===== src/rtl/i2s_receiver.sv =====
// I2S slave receiver for the ADC capture path.
// The codec bclk/lrclk/sdata lines are synchronised into the clk domain.
// Each left/right word is deserialised MSB first. Complete stereo frames
// are buffered in a small FIFO that the bus side drains.
//
// Consumer handshake: frame_valid means the FIFO head (frame_l/frame_r) holds
// a stored frame. When frame_valid and frame_ready are both 1 on a rising clk
// edge, the head frame is consumed. The next entry appears on the following
// cycle. frame_valid never depends on frame_ready.
module i2s_receiver #(
    parameter int SAMPLE_WIDTH = 24,
    parameter int FIFO_DEPTH   = 8,
    parameter int SYNC_STAGES  = 2
) (
    input  logic                          clk,
    input  logic                          reset,
    input  logic                          bclk,
    input  logic                          lrclk,
    input  logic                          sdata,
    input  logic                          enable,
    output logic [SAMPLE_WIDTH-1:0]       frame_l,
    output logic [SAMPLE_WIDTH-1:0]       frame_r,
    output logic                          frame_valid,
    input  logic                          frame_ready,
    output logic [$clog2(FIFO_DEPTH):0]   fill_level,
    output logic                          overflow,
    output logic                          frame_err,
    input  logic                          clear_flags
);

    localparam int AW = $clog2(FIFO_DEPTH);
    localparam int CW = $clog2(SAMPLE_WIDTH + 1);
    localparam int FW = 2 * SAMPLE_WIDTH;
    localparam logic [CW-1:0] SW_C    = CW'(SAMPLE_WIDTH);
    localparam logic [CW-1:0] SW_M1_C = CW'(SAMPLE_WIDTH - 1);
    localparam logic [AW:0]   DEPTH_C = (AW + 1)'(FIFO_DEPTH);

    // Synchroniser chains; all three lines are read from the same stage
    logic [SYNC_STAGES-1:0] bclk_sync_q;
    logic [SYNC_STAGES-1:0] lrclk_sync_q;
    logic [SYNC_STAGES-1:0] sdata_sync_q;
    logic                   bclk_prev_q;

    logic bclk_s;
    logic lr_s;
    logic sdata_s;
    logic tick;

    // Deserialiser state
    logic [CW-1:0]           bit_cnt_q, bit_cnt_d;
    logic [SAMPLE_WIDTH-1:0] shift_q, shift_d;
    logic [SAMPLE_WIDTH-1:0] left_hold_q, left_hold_d;
    logic                    left_ok_q, left_ok_d;
    logic                    aligned_q, aligned_d;
    logic                    prev_lr_q, prev_lr_d;
    logic [SAMPLE_WIDTH-1:0] shifted;
    logic                    push;
    logic                    err_set;

    // FIFO state
    logic [FW-1:0] mem_q [FIFO_DEPTH];
    logic [AW-1:0] wr_ptr_q;
    logic [AW-1:0] rd_ptr_q;
    logic [AW:0]   count_q;
    logic          full;
    logic          pop;
    logic          push_ok;
    logic [FW-1:0] head;

    logic overflow_q;
    logic frame_err_q;

    assign bclk_s  = bclk_sync_q[SYNC_STAGES-1];
    assign lr_s    = lrclk_sync_q[SYNC_STAGES-1];
    assign sdata_s = sdata_sync_q[SYNC_STAGES-1];
    assign tick    = bclk_s & ~bclk_prev_q;
    assign shifted = {shift_q[SAMPLE_WIDTH-2:0], sdata_s};

    // Shift the asynchronous inputs through the synchroniser chains
    always_ff @(posedge clk or posedge reset) begin
        if (reset) begin
            bclk_sync_q  <= '0;
            lrclk_sync_q <= '0;
            sdata_sync_q <= '0;
            bclk_prev_q  <= 1'b0;
        end else begin
            bclk_sync_q  <= {bclk_sync_q[SYNC_STAGES-2:0], bclk};
            lrclk_sync_q <= {lrclk_sync_q[SYNC_STAGES-2:0], lrclk};
            sdata_sync_q <= {sdata_sync_q[SYNC_STAGES-2:0], sdata};
            bclk_prev_q  <= bclk_s;
        end
    end

    // Per-tick deserialiser: word boundaries, bit capture and frame push
    always_comb begin
        bit_cnt_d   = bit_cnt_q;
        shift_d     = shift_q;
        left_hold_d = left_hold_q;
        left_ok_d   = left_ok_q;
        aligned_d   = aligned_q;
        prev_lr_d   = prev_lr_q;
        push        = 1'b0;
        err_set     = 1'b0;
        if (tick) begin
            prev_lr_d = lr_s;
            if (lr_s != prev_lr_q) begin
                // The boundary bit is the I2S one-bit delay slot; drop it
                bit_cnt_d = '0;
                shift_d   = '0;
                if (bit_cnt_q < SW_C && aligned_q) begin
                    err_set   = 1'b1;
                    left_ok_d = 1'b0;
                end
                if (!lr_s) begin
                    aligned_d = 1'b1;
                end
            end else if (bit_cnt_q < SW_C) begin
                shift_d   = shifted;
                bit_cnt_d = bit_cnt_q + 1'b1;
                if (bit_cnt_q == SW_M1_C) begin
                    if (!lr_s) begin
                        left_hold_d = shifted;
                        left_ok_d   = aligned_q;
                    end else if (left_ok_q) begin
                        push      = 1'b1;
                        left_ok_d = 1'b0;
                    end
                end
            end
        end
        // Disabled: forget alignment so capture restarts on a left start
        if (!enable) begin
            bit_cnt_d = '0;
            left_ok_d = 1'b0;
            aligned_d = 1'b0;
            push      = 1'b0;
            err_set   = 1'b0;
        end
    end

    // Deserialiser state registers
    always_ff @(posedge clk or posedge reset) begin
        if (reset) begin
            bit_cnt_q   <= '0;
            shift_q     <= '0;
            left_hold_q <= '0;
            left_ok_q   <= 1'b0;
            aligned_q   <= 1'b0;
            prev_lr_q   <= 1'b1;
        end else begin
            bit_cnt_q   <= bit_cnt_d;
            shift_q     <= shift_d;
            left_hold_q <= left_hold_d;
            left_ok_q   <= left_ok_d;
            aligned_q   <= aligned_d;
            prev_lr_q   <= prev_lr_d;
        end
    end

    assign full        = (count_q == DEPTH_C);
    assign frame_valid = (count_q != '0);
    assign pop         = frame_valid & frame_ready;
    // A full FIFO still accepts a push when the head leaves in the same cycle
    assign push_ok     = push & (~full | pop);
    assign head        = mem_q[rd_ptr_q];
    assign frame_l     = head[FW-1:SAMPLE_WIDTH];
    assign frame_r     = head[SAMPLE_WIDTH-1:0];
    assign fill_level  = count_q;
    assign overflow    = overflow_q;
    assign frame_err   = frame_err_q;

    // FIFO storage, pointers and occupancy
    always_ff @(posedge clk or posedge reset) begin
        if (reset) begin
            for (int i = 0; i < FIFO_DEPTH; i++) begin
                mem_q[i] <= '0;
            end
            wr_ptr_q <= '0;
            rd_ptr_q <= '0;
            count_q  <= '0;
        end else begin
            if (push_ok) begin
                mem_q[wr_ptr_q] <= {left_hold_q, shifted};
                wr_ptr_q        <= wr_ptr_q + 1'b1;
            end
            if (pop) begin
                rd_ptr_q <= rd_ptr_q + 1'b1;
            end
            if (push_ok && !pop) begin
                count_q <= count_q + 1'b1;
            end else if (pop && !push_ok) begin
                count_q <= count_q - 1'b1;
            end
        end
    end

    // Sticky status flags; clear wins over a simultaneous set
    always_ff @(posedge clk or posedge reset) begin
        if (reset) begin
            overflow_q  <= 1'b0;
            frame_err_q <= 1'b0;
        end else if (clear_flags) begin
            overflow_q  <= 1'b0;
            frame_err_q <= 1'b0;
        end else begin
            if (push && full && !pop) begin
                overflow_q <= 1'b1;
            end
            if (err_set) begin
                frame_err_q <= 1'b1;
            end
        end
    end

endmodule

===== config.mk =====
export PLATFORM = sky130hd
export DESIGN_NAME = i2s_receiver
export DESIGN_NICKNAME = d
export VERILOG_FILES = /design/src/rtl/i2s_receiver.sv
export SDC_FILE = /design/constraint.sdc
export NUM_CORES = 1
export LEC_CHECK = 0
export CAP_MARGIN = 20
export CORE_MARGIN = 4
export CORE_UTILIZATION = 27
export DETAILED_ROUTE_END_ITERATION = 8
export HOLD_SLACK_MARGIN = 0.06
export PLACE_DENSITY_LB_ADDON = 0.12
export SETUP_SLACK_MARGIN = 0.02
export SKIP_LAST_GASP = 1
export SLEW_MARGIN = 20
export SYNTH_ARGS = -nofsm -noshare
export SYNTH_HDL_FRONTEND = slang
export SYNTH_SLANG_ARGS = --single-unit

===== constraint.sdc =====
create_clock -name clk -period 29.7 [get_ports clk]
set_input_delay 5.94 -clock clk [delete_from_list [all_inputs] [get_ports clk]]
set_output_delay 5.94 -clock clk [all_outputs]
set_load 0.03 [all_outputs]

==> flow_summary_export.csv, run 1 <==
group,metric,value,unit
die,die_area,79500,µm²
clock_tree,cts_buffer_depth,3,
die,io-pin-count,63,
global_route,track_usage,0.134,
routing,vias_per_cell,4.73,
critical_path,r2r_setup_slack,26.09,ns
min_path,min_from,"sdata_sync_q[0]",
sta,fin_crit_sh,0.349,
critical_path,worst_setup_path_start_kind,"flop",
logic_synthesis,yosysTopAreaCell,"dfrtp_1",
critical_path,critPathCaptureType,"output port",
logic_synthesis,synth-edff-count,0,
critical_path,reg2reg_depth,6,
logic_synthesis,synth.top_cell.area_share,0.564,
clock_tree,path_clk_slew,0.06,ns
logic_synthesis,synth.most_common_cell,"dfrtp_1",
power,power_density,56.5,nW/µm²
global_route,grt_overflow,0,
die,placementRows,100,
min_path,holdPathEnd,"sdata_sync_q[1]",
sta,timing.slew.headroom,0.298,
routing,drtIter0Drc,369,
global_route,grt_max_degree,142,
placement,dp_hpwl,29000,µm
finish,area_growth,17.2,%
logic_synthesis,ys_warn_count,0,
die,dieHeight,282,µm
critical_path,required,23.76,ns
sta,finalHoldViolations,0,
logic_synthesis,syn-num-nets,1250,
critical_path,arrival,4.42,ns
sta,fin_crit,10.36,ns
finish,stdcell_area,23800,µm²
clock_tree,post-cts-setup-buffer-count,0,
placement,port_buffers,62,
global_route,antenna_found_initial,2,
sta,fin_hold_ws,0.336,ns
logic_synthesis,synth_cell_type_count,47,
logic_synthesis,syn_inst,1234,
finish,final_cells,2288,
sta,tns,0,ns
clock_tree,ctsResizeCount,0,
critical_path,critPathKind,"reg -> out",
placement,dp_cells,2186,
outcome,status,"finished clean",
min_path,hold_depth,0,
power,p_leak,11.2,nW
clock_tree,htreeDepth,2,
routing,ant_nets,0,
die,start_util,0.272,
global_route,grt_pass1_wl,80700,µm
die,core,74400,µm²
die,die_w,282,µm
routing,drt-wirelength-per-cell,22.7,µm
sta,setup_viol,0,
critical_path,rr_endpoint,"mem_q[303]",
routing,drc,0,
sta,maxSlewViolCount,0,
min_path,hold_path.class,"reg -> reg",
sta,rsz0062_at_grt,"no",
critical_path,startpoint,"rd_ptr_q[0]",
finish,final_nets,1290,
finish,diodes,0,
clock_tree,cts_tree,"built",
clock_tree,clkSinkCount,458,
global_route,grt_pass1_vias,12035,
logic_synthesis,yosysSeqAreaShare,0.565,
sta,clock.fmax,96.5,MHz
clock_tree,cts-hold-fix-buffers,0,
routing,finalWirelength,52000,µm
routing,num_vias,10817,
clock_tree,root_buffer,"clkbuf_16",
critical_path,cp_max_fo,35,
placement,dp_slack,19.79,ns
logic_synthesis,synthTopCellsByCount,"dfrtp_1 (457), mux2_2 (417), mux4_2 (96)",
logic_synthesis,async_reset_ff_frac,1.00,
power,peakVddDrop,42.4,µV
finish,final_util,0.319,
flow_run,maxCapViolations,0,
routing,dr.pass1.iters,4,
finish,drive_gt1_frac,0.516,
placement,post_dp_cell_area,21900,µm²
logic_synthesis,ys_seq_elements,458,
logic_synthesis,synth-main-ff-cell,"dfrtp_1",
logic_synthesis,avgSynthCellArea,16.4,µm²
logic_synthesis,synth.area.top_cells,"dfrtp_1 (56%), mux2_2 (23%), mux4_2 (11%)",
sta,tightest_slew,1.05,ns
logic_synthesis,synthesis.area,20300,µm²
power,p_total,1.34,mW
clock_tree,tritoncts.num_buffers,55,
clock_tree,insertion_delay,0.61,ns
sta,setup_ws,19.34,ns
critical_path,regToRegStartpoint,"prev_lr_q",
sta,fin_skew,0.0163,ns
placement,gp_congestion,0.670,
-- worst max-delay path by stage --
stage                       to  slack [ns]  cells past startpoint
finish              frame_l[7]       19.34                      5
global route        frame_l[9]       19.01                      5
CTS                 frame_l[7]       19.10                      5
detailed placement  frame_l[7]       19.79                      5
global placement    frame_l[7]       19.78                      5
floorplan            aligned_q       10.99                      1
-- state kept, by name (all words and copies together), names as in the netlist, 2 cells and up --
signal        cells
sdata_sync_q      2
left_hold_q      24
rd_ptr_q          3
bclk_sync_q       2
fill_level        4
bit_cnt_q         5
shift_q          23
mem_q           384
wr_ptr_q          3
lrclk_sync_q      2
-- layout by cell type, fill, tap and decap left out, types with 2 or more instances in the layout --
cell type / count
dfrtp_1: 454
mux2_2: 417
mux4_2: 96
clkdlybuf4s50_1: 62
clkbuf_16: 55
mux2_4: 40
clkbuf_8: 24
a22o_1: 23
buf_4: 19
nand2_1: 11
nor2_1: 9
clkinv_2: 9
clkbuf_1: 9
xnor2_1: 7
ha_1: 7
nor3_1: 6
inv_1: 5
o21ai_0: 5
nand3_1: 5
mux2_1: 3
nand2b_1: 3
nor2b_1: 3
a21oi_1: 3
nand4b_1: 2
nand3b_1: 2
nand4_1: 2
and4_2: 2
and2_1: 2
a41oi_1: 2
or4_4: 2
o21a_1: 2
inv_16: 2
bufinv_16: 2
dfrtp_4: 2
-- cells by family after synthesis --
kind of cell	synth area share
xor+xnor	0.00346
mux	0.370
flops	0.565
simple gates	0.0169
buf+inv	0.0231
fa+ha+maj	0.00531
compound gates	0.0156
-- power breakdown --
part | leakage (nW) | internal [mW] | total, mW | switching (mW)
combinational | 3.84 | 0.00345 | 0.0199 | 0.0165
clock | 0.949 | 0.418 | 0.692 | 0.274
sequential | 6.37 | 0.626 | 0.630 | 0.00374
total | 11.2 | 1.05 | 1.34 | 0.294
-- critical path, stage by stage (launching register included) --
cell	delay (ns)
dfrtp_4	0.84
buf_4	0.69
buf_4	0.66
mux4_2	0.57
mux2_2	0.32
clkdlybuf4s50_1	0.63
-- final cells by class --
| class | count | area [µm²] |
|---|---|---|
| Fill cell | 7228 | 50700 |
| Sequential cell | 458 | 11500 |
| Multi-Input combinational cell | 671 | 8370 |
| Clock buffer | 88 | 1740 |
| Tap cell | 969 | 1210 |
| Timing Repair Buffer | 82 | 783 |
| Clock inverter | 14 | 154 |
| Inverter | 6 | 30.0 |
-- layer usage --
| metal | track usage | up-vias | part of all wire |
|---|---|---|---|
| li1 | - | 4691 | - |
| met1 | 0.184 | 5951 | 0.46 |
| met2 | 0.225 | 105 | 0.49 |
| met3 | 0.0186 | 68 | 0.026 |
| met4 | 0.0359 | 2 | 0.020 |
| met5 | 0 | - | 0.00025 |
Note: power is estimated with default switching activity, not from simulation.
==> run 2, diff against run 1 <==
==> constraint.sdc (replaced) <==
create_clock -name clk -period 8.8 [get_ports clk]
set_input_delay 1.76 -clock clk [delete_from_list [all_inputs] [get_ports clk]]
set_output_delay 1.76 -clock clk [all_outputs]
set_load 0.03 [all_outputs]
==> run 2 against run 1 <==
Clock power rose to 3.3 times the previous value. Critical path depth down 1. Power rose to 3.3 times the previous value. Wire length down 0.93%. Hold slack better by 0.012 ns. Register-to-register slack worse by 21 ns. Count of clock-buffer cells in the layout unchanged. Sequential cell count unchanged. Utilization down 0.071 points. Highest routed layer is now met4.
==> flow_summary_export.csv, run 2 (synthesis gave the netlist of run 1 again) <==
group,metric,value,unit
sta,fin_skew,0.0146,ns
min_path,hold_path.class,"reg -> reg",
power,peakVddDrop,119,µV
finish,area_growth,16.9,%
die,die_w,282,µm
critical_path,cp_max_fo,48,
die,core,74400,µm²
power,p_int,3.49,mW
power,sw_frac_of_total,0.215,
clock_tree,post-cts-setup-buffer-count,0,
finish,layout_common_cells,"dfrtp_1 (454), mux2_2 (417), mux4_2 (96), clkdlybuf4s50_1 (62), clkbuf_16 (57)",
die,die_area,79500,µm²
finish,final_nets,1294,
finish,drive_gt1_frac,0.514,
clock_tree,cts_tree,"built",
sta,rsz0062_at_grt,"no",
sta,clock.fmax,176,MHz
sta,setup_ws,3.10,ns
sta,tns,0,ns
placement,dp_slack,3.43,ns
die,start_util,0.272,
sta,fin_crit_sh,0.647,
sta,finalHoldViolations,0,
power,p_clk_frac,0.508,
routing,drc,0,
sta,maxSlewViolCount,0,
clock_tree,tritoncts.num_buffers,55,
clock_tree,htreeDepth,2,
finish,mostFrequentLayoutCell,"dfrtp_1",
placement,dp_cells,2190,
critical_path,critPathCaptureType,"output port",
placement,post_dp_cell_area,21900,µm²
global_route,grt_max_degree,136,
sta,fin_crit,5.70,ns
power,pwr-share-seq,0.477,
power,power_density,188,nW/µm²
global_route,grt_pass1_vias,11921,
clock_tree,ctsResizeCount,0,
sta,tightest_slew,1.08,ns
routing,drt-wirelength-per-cell,22.5,µm
global_route,grt_pass1_wl,79900,µm
critical_path,required,7.04,ns
clock_tree,root_buffer,"clkbuf_16",
clock_tree,cts_buffer_depth,3,
die,placementRows,100,
placement,port_buffers,62,
power,power.switching,0.958,mW
global_route,antenna_found_initial,0,
finish,largest_register_ffs,384,
finish,stdcell_area,23700,µm²
sta,setup_viol,0,
routing,drtIter0Drc,533,
clock_tree,clkSinkCount,458,
outcome,status,"finished clean",
finish,largest_register,"mem_q",
routing,vias_per_cell,4.72,
placement,gp_congestion,0.668,
power,p_leak,11.1,nW
power,comb_power_share,0.015,
routing,num_vias,10809,
sta,timing.slew.headroom,0.279,
die,dieHeight,282,µm
global_route,grt_overflow,0,
routing,dr.pass1.iters,4,
finish,top_regs,"mem_q x384, left_hold_q x24, shift_q x23",
routing,finalWirelength,51500,µm
flow_run,maxCapViolations,0,
critical_path,critPathKind,"reg -> out",
finish,final_cells,2288,
critical_path,worst_setup_path_start_kind,"flop",
routing,ant_nets,0,
placement,dp_hpwl,29500,µm
global_route,track_usage,0.133,
clock_tree,cts-hold-fix-buffers,0,
clock_tree,path_clk_slew,0.05,ns
clock_tree,insertion_delay,0.60,ns
die,io-pin-count,63,
critical_path,r2r_setup_slack,5.06,ns
critical_path,arrival,3.94,ns
## run 2: final cells by class
cell class | count | area, µm²
repair buffers | 86 | 813
fillers | 7176 | 50700
clock inverters | 9 | 70.1
diodes | 1 | 2.50
well taps | 969 | 1210
multi-input cells | 671 | 8370
inverters | 6 | 26.3
clock buffers | 88 | 1740
flip-flops and latches | 458 | 11500
## run 2: critical path: stages (launching register included)
cell and delay (ns):
dfrtp_4 0.96, buf_4 0.82, mux4_2 0.60, mux2_2 0.30
clkdlybuf4s50_1 0.60
## run 2: worst paths after layout
| check | endpoint | cells after the start | start |
|---|---|---|---|
| worst min-delay path | sdata_sync_q[1] | 0 | sdata_sync_q[0] |
| min in group asynchronous | left_hold_q[8] | 2 | reset |
| worst max register to register | mem_q[340] | 6 | prev_lr_q |
| max in group asynchronous | mem_q[72] | 4 | reset |
| worst max-delay path | frame_r[17] | 4 | rd_ptr_q[1] |
| worst min register to register | sdata_sync_q[1] | 0 | sdata_sync_q[0] |
## run 2: power groups by stage
| stage | registers, mW | logic [mW] | clock network (mW) |
|---|---|---|---|
| global route | 2.12 | 0.0803 | 2.44 |
| global placement | 2.16 | 0.0722 | 0 |
| CTS | 2.12 | 0.0727 | 2.35 |
| detailed placement | 2.16 | 0.0724 | 0 |
| floorplan | 2.15 | 0.0494 | 0 |
| finish | 2.12 | 0.0678 | 2.26 |
## run 2: through the flow
stage	utilization	hold slack, ns	power, mW
after floorplan	-	0.331	2.20
after global placement	0.294	0.334	2.23
after detailed placement	0.294	0.338	2.23
after CTS	0.318	0.350	4.55
after global routing	0.318	0.362	4.64
final	0.318	0.348	4.45
## run 2: routing by layer
layer  part of all wire  up-vias  track usage
met2               0.50      119        0.228
li1                   -     4693            -
met5                  0        -            0
met1               0.45     5931        0.175
met4              0.020        0       0.0304
met3              0.030       66       0.0234
==> run 3, diff against run 2 <==
==> constraint.sdc (replaced) <==
create_clock -name clk -period 4.9 [get_ports clk]
set_input_delay 0.98 -clock clk [delete_from_list [all_inputs] [get_ports clk]]
set_output_delay 0.98 -clock clk [all_outputs]
set_load 0.03 [all_outputs]
==> run 3 against run 2 <==
Cell area increased by 0.92%. Via count decreased by 0.37%. Hold slack got worse by 0.0029 ns. Utilization increased by 0.29 points. First-iteration DRC count decreased by 15%. Non-clock buffer count increased by 4. Global-route usage increased by 0.18 points. Sequential cell count unchanged. Critical path type unchanged. Critical endpoint is now frame_r[18]. Largest power group unchanged.
==> flow_summary_export.csv, run 3 (synthesis gave the netlist of run 1 again) <==
group,metric,value,unit
outcome,status,"finished clean",
power,p_leak,11.2,nW
die,die_w,282,µm
critical_path,crit_family,"buffers and inverters",
sta,fin_skew,0.0148,ns
clock_tree,tritoncts.num_buffers,54,
clock_tree,clkSinkCount,458,
critical_path,required,3.92,ns
finish,layout_common_cells,"dfrtp_1 (454), mux2_2 (417), mux4_2 (96), clkdlybuf4s50_1 (62), clkbuf_16 (55)",
routing,ant_nets,0,
finish,area_growth,18.0,%
die,core,74400,µm²
global_route,track_usage,0.135,
clock_tree,cts_tree,"built",
critical_path,arrival,3.26,ns
clock_tree,ctsResizeCount,0,
finish,top_regs,"mem_q x384, left_hold_q x24, shift_q x23",
sta,timing.slew.headroom,0.306,
sta,rsz0062_at_grt,"no",
finish,drive_gt1_frac,0.513,
sta,finalHoldViolations,0,
sta,fin_crit,4.24,ns
die,dieHeight,282,µm
finish,largest_register,"mem_q",
finish,largest_register_ffs,384,
clock_tree,cts_buffer_depth,3,
sta,tightest_slew,1.04,ns
die,placementRows,100,
clock_tree,post-cts-setup-buffer-count,0,
finish,final_nets,1297,
power,peakVddDrop,255,µV
placement,dp_slack,0.812,ns
power,power_density,335,nW/µm²
die,io-pin-count,63,
critical_path,critPathCaptureType,"output port",
critical_path,path_buf_inv,2,
global_route,antenna_found_initial,0,
routing,finalWirelength,51900,µm
routing,dr.pass1.iters,7,
finish,fill_cells,7158,
routing,drt-wirelength-per-cell,22.7,µm
clock_tree,htreeDepth,2,
sta,maxSlewViolCount,0,
finish,stdcell_area,23900,µm²
die,start_util,0.272,
global_route,grt_overflow,0,
clock_tree,root_buffer,"clkbuf_16",
placement,dp_hpwl,29600,µm
min_path,hold_path.class,"reg -> reg",
routing,drc,0,
clock_tree,insertion_delay,0.60,ns
critical_path,r2r_setup_slack,1.48,ns
routing,num_vias,10769,
critical_path,critPathKind,"reg -> out",
sta,setup_ws,0.655,ns
clock_tree,cts-hold-fix-buffers,0,
global_route,grt_pass1_wl,80900,µm
sta,setup_viol,0,
die,die_area,79500,µm²
placement,port_buffers,62,
clock_tree,path_clk_slew,0.06,ns
finish,mostFrequentLayoutCell,"dfrtp_1",
critical_path,crit_path_max_incr_delay,0.82,ns
critical_path,worst_setup_path_start_kind,"flop",
critical_path,cp_max_fo,29,
sta,fin_hold_ws,0.345,ns
critical_path,worstPathCellList,"buf_12 > mux4_2 > mux2_2 > clkdlybuf4s50_1",
global_route,grt_max_degree,87,
placement,gp_congestion,0.694,
routing,drtIter0Drc,454,
flow_run,maxCapViolations,0,
routing,vias_per_cell,4.70,
critical_path,critical_path.slowest_cell,"dfrtp_4",
sta,clock.fmax,236,MHz
finish,diodes,0,
global_route,grt_pass1_vias,11980,
sta,fin_crit_sh,0.866,
placement,post_dp_cell_area,22100,µm²
## run 3: cell count changes in the layout (fill, tap and decap cells not counted)
cell | before | now
buf_12 | 1 | 18
diode_2 | 1 | 0
clkbuf_8 | 20 | 14
clkbuf_16 | 57 | 55
inv_6 | 0 | 1
bufinv_16 | 1 | 4
clkbuf_1 | 11 | 14
buf_4 | 23 | 10
## run 3: worst register-to-register path, stage by stage, from the launching register on
cell,delay (ns)
dfstp_2,0.51
inv_1,0.04
ha_1,0.43
nor4b_2,0.61
nand2_1,0.21
inv_1,0.10
ha_1,0.20
inv_1,0.13
ha_1,0.29
a21o_1,0.20
a2111oi_0,0.43
o31ai_1,0.14
## run 3: layout make-up
type / count / area (µm²) / area share
Tap cell: 969 / 1210 / 0.0507
Multi-Input combinational cell: 671 / 8370 / 0.350
Sequential cell: 458 / 11500 / 0.480
Clock buffer: 83 / 1620 / 0.0678
Inverter: 6 / 26.3 / 0.00110
Clock inverter: 13 / 169 / 0.00706
Timing Repair Buffer: 90 / 1060 / 0.0441
## run 3: power breakdown
group / internal [mW] / switching (mW)
clock: 2.47 / 1.61
combinational: 0.0275 / 0.102
sequential: 3.79 / 0.0219
## run 3: stage by stage
stage	total power, mW	utilization	std cells	setup TNS, ns
6_report	8.02	0.321	2290	0
5_1_grt	8.37	0.321	2290	0
4_1_cts	8.19	0.321	2290	0
3_5_place_dp	4.02	0.297	2194	0
3_3_place_gp	4.02	0.297	2194	0
2_1_floorplan	3.96	-	1234	-1040.78
## run 3: per-layer routing
metal  wire (µm)  up-vias  track usage
li1            -     4700            -
met1       23900     5882        0.182
met2       25600      112        0.227
met3        1270       75       0.0187
met4        1100        0       0.0358
met5           0        -            0
## run 3: worst paths after layout
kind / startpoint / endpoint / depth (start not counted)
worst max-delay path: rd_ptr_q[1] / frame_r[18] / 4
worst min-delay path: lrclk_sync_q[0] / lrclk_sync_q[1] / 0
worst max register to register: prev_lr_q / fill_level[3] / 11
worst min register to register: lrclk_sync_q[0] / lrclk_sync_q[1] / 0
max in group asynchronous: reset / rd_ptr_q[0] / 3
min in group asynchronous: reset / mem_q[370] / 2
